$ cat src/rtl/cnnip_pool.sv
// cnnip_pool: ReLU followed by 2x2/stride-2 max-pooling of the feature map.
// Reads four words per window, writes one pooled word per window.
module cnnip_pool #(
    parameter int FMAP_W = 28,
    parameter int FMAP_H = 28,
    parameter int ADDR_W = 12
) (
    input  logic              clk_a,
    input  logic              arstz_aq,
    input  logic              CMD_START,
    output logic              CMD_BUSY,
    output logic              CMD_DONE,
    output logic              CMD_DONE_VALID,
    output logic              feat_en,
    output logic [ADDR_W-1:0] feat_addr,
    input  logic [31:0]       feat_dout,
    output logic              pool_en,
    output logic              pool_we,
    output logic [ADDR_W-1:0] pool_addr,
    output logic [31:0]       pool_din
);

    if (FMAP_W % 2 != 0) begin : g_bad_w
        $error("cnnip_pool: FMAP_W must be even");
    end
    if (FMAP_H % 2 != 0) begin : g_bad_h
        $error("cnnip_pool: FMAP_H must be even");
    end

    localparam int CW = $clog2(FMAP_W > FMAP_H ? FMAP_W : FMAP_H);
    localparam logic [CW-1:0] COL_LAST = CW'(FMAP_W / 2 - 1);
    localparam logic [CW-1:0] ROW_LAST = CW'(FMAP_H / 2 - 1);
    localparam logic [ADDR_W-1:0] WORD = ADDR_W'(4);
    localparam logic [ADDR_W-1:0] ROW_B = ADDR_W'(FMAP_W * 4);
    localparam logic [ADDR_W-1:0] STEP_C = ADDR_W'(8);
    // From the last window of a row pair to the first of the next pair
    localparam logic [ADDR_W-1:0] STEP_R = ADDR_W'(FMAP_W * 4 + 8);

    typedef enum logic [2:0] {IDLE, RD, LAST, WR, DONE} state_t;

    state_t             state;
    logic [1:0]         rd_idx;
    logic [CW-1:0]      col;
    logic [CW-1:0]      row;
    logic [ADDR_W-1:0]  base;
    logic signed [31:0] acc;
    logic signed [31:0] din_s;
    logic signed [31:0] acc_max;
    logic [ADDR_W-1:0]  nxt_base;
    logic               last_col;
    logic               last_win;

    assign din_s    = feat_dout;
    assign acc_max  = (din_s > acc) ? din_s : acc;
    assign last_col = (col == COL_LAST);
    assign last_win = last_col && (row == ROW_LAST);
    assign nxt_base = last_col ? base + STEP_R : base + STEP_C;

    always_ff @(posedge clk_a or negedge arstz_aq) begin
        if (!arstz_aq) begin
            state     <= IDLE;
            rd_idx    <= 2'd0;
            col       <= '0;
            row       <= '0;
            base      <= '0;
            feat_addr <= '0;
            pool_addr <= '0;
            acc       <= '0;
        end else begin
            unique case (state)
                IDLE: begin
                    if (CMD_START) begin
                        state     <= RD;
                        rd_idx    <= 2'd0;
                        col       <= '0;
                        row       <= '0;
                        base      <= '0;
                        feat_addr <= '0;
                        pool_addr <= '0;
                    end
                end
                RD: begin
                    rd_idx <= rd_idx + 2'd1;
                    // acc starts at 0 so negative windows clamp (ReLU)
                    acc <= (rd_idx == 2'd0) ? 32'sd0 : acc_max;
                    case (rd_idx)
                        2'd0: feat_addr <= base + WORD;
                        2'd1: feat_addr <= base + ROW_B;
                        2'd2: feat_addr <= base + ROW_B + WORD;
                        default: state <= LAST;
                    endcase
                end
                LAST: begin
                    acc   <= acc_max;
                    state <= WR;
                end
                WR: begin
                    pool_addr <= pool_addr + WORD;
                    if (last_win) begin
                        state <= DONE;
                    end else begin
                        state     <= RD;
                        base      <= nxt_base;
                        feat_addr <= nxt_base;
                        col       <= last_col ? '0 : col + 1'b1;
                        row       <= last_col ? row + 1'b1 : row;
                    end
                end
                DONE: state <= IDLE;
                default: state <= IDLE;
            endcase
        end
    end

    assign CMD_BUSY       = (state != IDLE);
    assign CMD_DONE       = (state == DONE);
    assign CMD_DONE_VALID = (state == DONE);
    assign feat_en        = (state == RD);
    assign pool_en        = (state == WR);
    assign pool_we        = (state == WR);
    assign pool_din       = acc;

endmodule

$ cat config.mk
export PLATFORM = sky130hd
export DESIGN_NAME = cnnip_pool
export DESIGN_NICKNAME = d
export VERILOG_FILES = /design/src/rtl/cnnip_pool.sv
export SDC_FILE = /design/constraint.sdc
export NUM_CORES = 1
export LEC_CHECK = 0
export ABC_CLOCK_PERIOD_IN_PS = 4200
export CAP_MARGIN = 20
export CORE_ASPECT_RATIO = 0.8
export CORE_MARGIN = 8
export CORE_UTILIZATION = 40
export CTS_BUF_LIST = sky130_fd_sc_hd__clkbuf_4
export DETAILED_ROUTE_END_ITERATION = 10
export HOLD_SLACK_MARGIN = 0.02
export PLACE_DENSITY_LB_ADDON = 0.12
export SYNTH_ARGS = -nofsm -noshare
export SYNTH_HDL_FRONTEND = slang
export SYNTH_SLANG_ARGS = --single-unit
$ cat constraint.sdc
create_clock -name clk_a -period 4.2 [get_ports clk_a]
set_clock_uncertainty 0.1 [all_clocks]
set_input_delay 0.63 -clock clk_a [delete_from_list [all_inputs] [get_ports clk_a]]
set_output_delay 0.63 -clock clk_a [all_outputs]
set_load 0.01 [all_outputs]
==> flow_summary_export.csv, run 1 <==
group,metric,value,unit
worst_hold_path,hold_path_class,"reg2reg",
route,dr.pass1.iters,4,
worst_setup_path,arrival,3.49,ns
finish,area_delta_synth_final,26.44,%
run_status,status,"completed",
power,seq_power_share,32.9,%
timing,relSlewSlack,49.76,%
floorplan,dieArea,15130,sq um
power,p_per_area,617.4,nW/um^2
timing,tns,0,ns
global_route,grt_max_degree,78,
worst_setup_path,startpoint_type,"input pin",
synthesis,yosysMostFrequentCell,"dfrtp_1",
timing,hold-worst-slack,0.3784,ns
synthesis,async_flop_share,100.0,%
cts,clock_sinks,77,
synthesis,synth_area,4572,sq um
synthesis,yosysWarnings,0,
worst_setup_path,critical_path.top_delay_family,"compound AO/OA/AOI/OAI gates",
power,p_clk_share,16.0,%
cts,cts_buffers,9,
timing,finalCriticalPeriod,3.215,ns
worst_setup_path,worst_path_largest_cell_delay,0.51,ns
global_route,grt_pass1_vias,3879,
worst_setup_path,crit_path_end_kind,"register",
synthesis,syn_area_per_cell,9.874,sq um
timing,finalMaxSlewViolations,0,
placement,dpl_worst_slack,0.5149,ns
floorplan,die_w,135.5,um
route,ant_nets,0,
synthesis,synth_flop_cell,"dfrtp_1",
floorplan,pin_count,97,
route,drt_wl_total,11500,um
power,p_sw,1.434,mW
synthesis,syn_inst,463,
finish,finalNetCount,634,
synthesis,yosys-top-cells-count,"dfrtp_1, nand2_1, ha_1",
cts,post_cts_buffers,0,
route,drt_iter0_markers,261,
timing,rsz0062_at_grt,"no",
route,route.vias.total,3768,
finish,utilization,50.97,%
synthesis,ys_seq_area_share,42.15,%
worst_setup_path,crit_chain,"clkdlybuf4s50_1, ha_1, nand4_2, nor3_1, a221o_1, nor3_2, o21ai_1, a211oi_4, buf_4, a22o_1",
synthesis,ys_ff_latch,77,
worst_setup_path,path_max_fanout,22,
worst_setup_path,critical_path_class,"in2reg",
floorplan,fp-row-count,35,
global_route,grt_usage,16.20,%
placement,portBuffers,94,
synthesis,synthTopCellsByArea,"dfrtp_1, ha_1, a22o_1",
floorplan,die_y,111.6,um
floorplan,start_util,40.31,%
finish,nFillCells,1050,
power,p_sw_share,40.17,%
cts,insertion_delay,0.43,ns
cts,clkSlewWorstSetupHoldPaths,0.13,ns
synthesis,netlist-cell-type-count,60,
placement,gp_congestion,0.7825,
worst_setup_path,critPathRequiredTime,4.48,ns
timing,max_freq,311.0,MHz
timing,setup_ws,0.9845,ns
timing,period_share,76.56,%
timing,worstMarginPinSlew,0.7485,ns
placement,hpwl,8416,um
global_route,grt_antenna_before_repair,1,
cts,cts_tree,"yes",
power,power_frac_comb,51.1,%
power,p_leak,2.585,nW
route,routedWlPerCell,16.26,um
synthesis,yosysTopAreaCellShare,42.15,%
cts,clockBufferDepth,2,
route,viasPerCell,5.330,
synthesis,yosysTopAreaCell,"dfrtp_1",
job,cap_violations,0,
worst_setup_path,crit_slowest_cell,"a211oi_4",
global_route,grt_pass1_wl,19860,um
power,p_int,2.136,mW
cts,htree_levels,3,
floorplan,fp.coreArea,11340,sq um
cts,cts_root_buf,"clkbuf_4",
route,drc_errors,0,
global_route,grt_overflow_total,0,
finish,drive_gt1_share,6.452,%
timing,setup_viol,0,
worst_setup_path,cp_num_buf_inv,2,
synthesis,synth-edff-count,0,
power,peakVddDrop,339.4,uV
timing,finalHoldViolations,0,
-- cell type report --
type | instances | area, sq um | area share, %
multi-input cells | 322 | 2317 | 40.09
flip-flops and latches | 77 | 1927 | 33.33
repair buffers | 100 | 1006 | 17.40
well taps | 148 | 185.2 | 3.203
inverters | 43 | 161.4 | 2.792
clock inverters | 7 | 113.9 | 1.970
clock buffers | 9 | 67.56 | 1.169
diodes | 1 | 2.502 | 0.04329
-- cells in the final DEF, fill, tap and decap left out, types with 2 or more instances in the layout --
cell type and count:
nor3_1 3, o21ai_1 3, nand4_2 2, and3_1 5
xor2_1 5, nand3_1 14, nor2b_1 3, xnor2_1 9
conb_1 2, inv_1 42, clkdlybuf4s50_1 93, nor2_1 20
a21oi_1 20, clkinv_2 3, o22ai_1 3, a31oi_1 6
a221o_1 2, nand2b_1 3, clkbuf_4 9, bufinv_16 3
dfrtp_1 77, mux2i_1 3, nand4_1 9, ha_1 45
o32ai_1 2, buf_4 5, nand2_1 51, o21ai_0 33
o31ai_1 11, a22o_1 30, a22o_2 2, and2_1 2
a211oi_1 2, a21o_1 6
-- worst register-to-register path: stages, from the launching register on --
cell	delay [ns]
dfrtp_1	0.41
inv_1	0.06
ha_1	0.33
nand4_2	0.17
nor3_1	0.08
a221o_1	0.34
nor3_2	0.18
o21ai_1	0.17
a211oi_4	0.51
buf_4	0.38
a22o_1	0.21
-- power by group through the flow --
stage	Combinational, mW	Clock (mW)	Sequential [mW]
finish	1.82	0.572	1.17
global route	2.05	0.626	1.21
CTS	1.85	0.594	1.18
detailed placement	1.84	0	1.18
global placement	1.81	0	1.18
floorplan	1.19	0	1.21
-- sequential cells by signal (all words and copies together) (netlist names) --
name       flops
pool_din      32
feat_addr     11
pool_addr     10
base           9
col            5
row            5
state          3
rd_idx         2
-- kinds of logic after synthesis --
family,share of synthesized area [%]
xor gates and xnor gates,2.682
buffers and inverters,7.252
other,0.08202
AOI/OAI and AO/OA,20.47
muxes,0.9031
adders and majority gates,12.75
DFF,42.15
and+or+nand+nor,13.71
-- what timing repair did --
item	4_1_cts	5_1_grt
hold endpoints to repair	0	23
hold buffers	0	1
gates resized for setup	0	0
-- worst paths after layout --
check                                          start  depth (start not counted)  slack [ns]                         to
max                                    feat_dout[31]                         10        0.98    pool_din[3]$_DFFE_PN0P_
min                        pool_addr[11]$_DFFE_PN0P_                          1        0.38  pool_addr[11]$_DFFE_PN0P_
max reg2reg                 pool_din[31]$_DFFE_PN0P_                         10        1.21    pool_din[3]$_DFFE_PN0P_
min reg2reg                pool_addr[11]$_DFFE_PN0P_                          1        0.38  pool_addr[11]$_DFFE_PN0P_
max in group asynchronous                   arstz_aq                          3        2.89   pool_din[13]$_DFFE_PN0P_
min in group asynchronous                   arstz_aq                          2        0.52   pool_din[25]$_DFFE_PN0P_
-- stage by stage --
stage               cell area, sq um  instances  power, mW
floorplan                       4576        464      2.403
global placement                5559        688      2.989
detailed placement              5559        688      3.028
CTS                             5741        704      3.620
global route                    5781        707      3.890
finish                          5781        707      3.569
-- metal layers --
layer,GRT usage (%),share of wire [%],routed length [um]
met5,0,0,0
met4,4.874,1.2,142
met2,24.78,45,5203
met3,4.455,5.2,602
met1,21.73,48,5546
No activity file was read; power rests on OpenSTA's default activity.
==> inputs of run 2 (changes only) <==
--- a/config.mk
+++ b/config.mk
@@ -5,7 +5,7 @@
 export SDC_FILE = /design/constraint.sdc
 export NUM_CORES = 1
 export LEC_CHECK = 0
-export ABC_CLOCK_PERIOD_IN_PS = 4200
+export ABC_CLOCK_PERIOD_IN_PS = 3200
 export CAP_MARGIN = 20
 export CORE_ASPECT_RATIO = 0.8
 export CORE_MARGIN = 8
==> constraint.sdc (replaced) <==
create_clock -name clk_a -period 3.2 [get_ports clk_a]
set_clock_uncertainty 0.1 [all_clocks]
set_input_delay 0.48 -clock clk_a [delete_from_list [all_inputs] [get_ports clk_a]]
set_output_delay 0.48 -clock clk_a [all_outputs]
set_load 0.01 [all_outputs]
==> run 2 against run 1 <==
Effect of this change:
- worst setup slack lost 0.65 ns
- combinational power grew 40%
- via count grew 0.88%
- hold slack lost 0.0050 ns
- clock-buffer cell count is the same
- largest cell class unchanged
- largest power group unchanged
==> flow_summary_export.csv, run 2 (synthesis results as in run 1) <==
group,metric,value,unit
worst_hold_path,hold_path_class,"in2async",
timing,relSlewSlack,52.98,%
finish,mostFrequentLayoutCells,"clkdlybuf4s50_1, dfrtp_1, nand2_1, ha_1, inv_1",
route,routedWlPerCell,16.02,um
worst_setup_path,critical_path_class,"in2reg",
timing,finalCriticalPeriod,2.868,ns
floorplan,fp-row-count,35,
placement,gp_congestion,0.7890,
run_status,status,"completed",
route,drc_errors,0,
cts,cts_root_buf,"clkbuf_4",
floorplan,pin_count,97,
floorplan,dieArea,15130,sq um
worst_setup_path,arrival,3.14,ns
cts,insertion_delay,0.43,ns
route,ant_nets,0,
finish,antennaDiodeCount,0,
floorplan,fp.coreArea,11340,sq um
cts,cts_buffers,9,
cts,cts_hold_buf,0,
job,cap_violations,0,
finish,final_common_cell,"clkdlybuf4s50_1",
cts,post_cts_buffers,0,
cts,clock_sinks,77,
placement,place_area,5697,sq um
cts,htree_levels,3,
route,dr.pass1.iters,4,
floorplan,die_y,111.6,um
cts,clockBufferDepth,2,
placement,dpl_worst_slack,-0.08847,ns
floorplan,start_util,40.31,%
route,viasPerCell,5.272,
finish,largest_reg_flops,32,
worst_setup_path,startpoint_type,"input pin",
global_route,grt_antenna_before_repair,0,
timing,setup_ws,0.3322,ns
timing,max_freq,348.7,MHz
worst_setup_path,crit_path_end_kind,"register",
timing,finalMaxSlewViolations,0,
power,p_leak,2.648,nW
global_route,grt_usage,16.05,%
power,p_per_area,804.9,nW/um^2
route,drt_iter0_markers,181,
global_route,grt_max_degree,78,
finish,area_delta_synth_final,28.87,%
route,route.vias.total,3801,
timing,rsz0062_at_grt,"no",
power,peakVddDrop,467.4,uV
finish,drive_gt1_share,8.726,%
cts,cts-resized-gates,0,
finish,finalNetCount,649,
timing,finalHoldViolations,0,
timing,setup_viol,0,
placement,portBuffers,94,
global_route,grt_pass1_wl,19620,um
cts,clkSlewWorstSetupHoldPaths,0.13,ns
worst_setup_path,path_max_fanout,18,
cts,cts_tree,"yes",
timing,worstMarginPinSlew,0.6954,ns
floorplan,die_w,135.5,um
global_route,grt_pass1_vias,3865,
worst_setup_path,critPathRequiredTime,3.47,ns
route,drt_wl_total,11550,um
finish,design_area,5892,sq um
placement,hpwl,8614,um
global_route,grt_overflow_total,0,
timing,period_share,89.62,%
-- run 2: layer usage --
| metal | track usage [%] | share of wire [%] | up-vias |
|---|---|---|---|
| li1 | - | - | 1871 |
| met4 | 4.357 | 1.2 | 0 |
| met3 | 4.770 | 5.8 | 11 |
| met1 | 21.26 | 48 | 1833 |
| met5 | 0 | 0 | - |
| met2 | 24.84 | 45 | 86 |
-- run 2: cell type report --
type / count / area (sq um)
tap: 148 / 185.2
clock inverter: 7 / 90.09
inverter: 43 / 161.4
timing repair buffer: 115 / 1144
clock buffer: 9 / 67.56
multi-input combinational: 322 / 2317
sequential: 77 / 1927
fill: 1031 / 5450
-- run 2: through the flow --
| step | total power, mW | setup TNS (ns) | hold slack [ns] | util, % | cells |
|---|---|---|---|---|---|
| 6_report | 4.742 | 0 | 0.3734 | 51.95 | 721 |
| 5_1_grt | 5.154 | 0 | 0.3743 | 51.95 | 721 |
| 4_1_cts | 4.803 | 0 | 0.1260 | 51.62 | 719 |
| 3_5_place_dp | 4.106 | -1.961 | 0.3657 | 50.23 | 703 |
| 3_3_place_gp | 4.053 | -0.6866 | 0.3590 | 50.23 | 703 |
| 2_1_floorplan | 3.154 | 0 | 0.08441 | - | 464 |
-- run 2: path summary, 6_finish.rpt --
kind                       cells past startpoint  slack [ns]                      start                         to
setup / recovery                              10        0.33              feat_dout[19]    pool_din[0]$_DFFE_PN0P_
hold / removal                                 2        0.37                   arstz_aq   pool_din[13]$_DFFE_PN0P_
setup reg to reg                              10        0.38         col[0]$_DFFE_PN0P_   feat_addr[9]$_DFFE_PN0P_
hold reg to reg                                1        0.39  pool_addr[11]$_DFFE_PN0P_  pool_addr[11]$_DFFE_PN0P_
max in group asynchronous                      3        2.04                   arstz_aq       base[10]$_DFFE_PN0P_
min in group clk_a                             1        0.39  pool_addr[11]$_DFFE_PN0P_  pool_addr[11]$_DFFE_PN0P_
-- run 2: report_power, final --
group          switching [mW]  total (mW)  internal, mW
Clock                   0.360       0.673         0.313
Sequential              0.271        1.53          1.26
Combinational            1.28        2.54          1.25
Total                    1.91        4.74          2.83
-- run 2: worst max-delay path, stage by stage --
cell             delay, ns
clkdlybuf4s50_1       0.45
ha_1                  0.35
a21oi_1               0.17
o21ai_0               0.15
a221o_1               0.33
nor3_2                0.17
o21ai_1               0.16
a211oi_4              0.52
buf_12                0.22
a22o_1                0.15
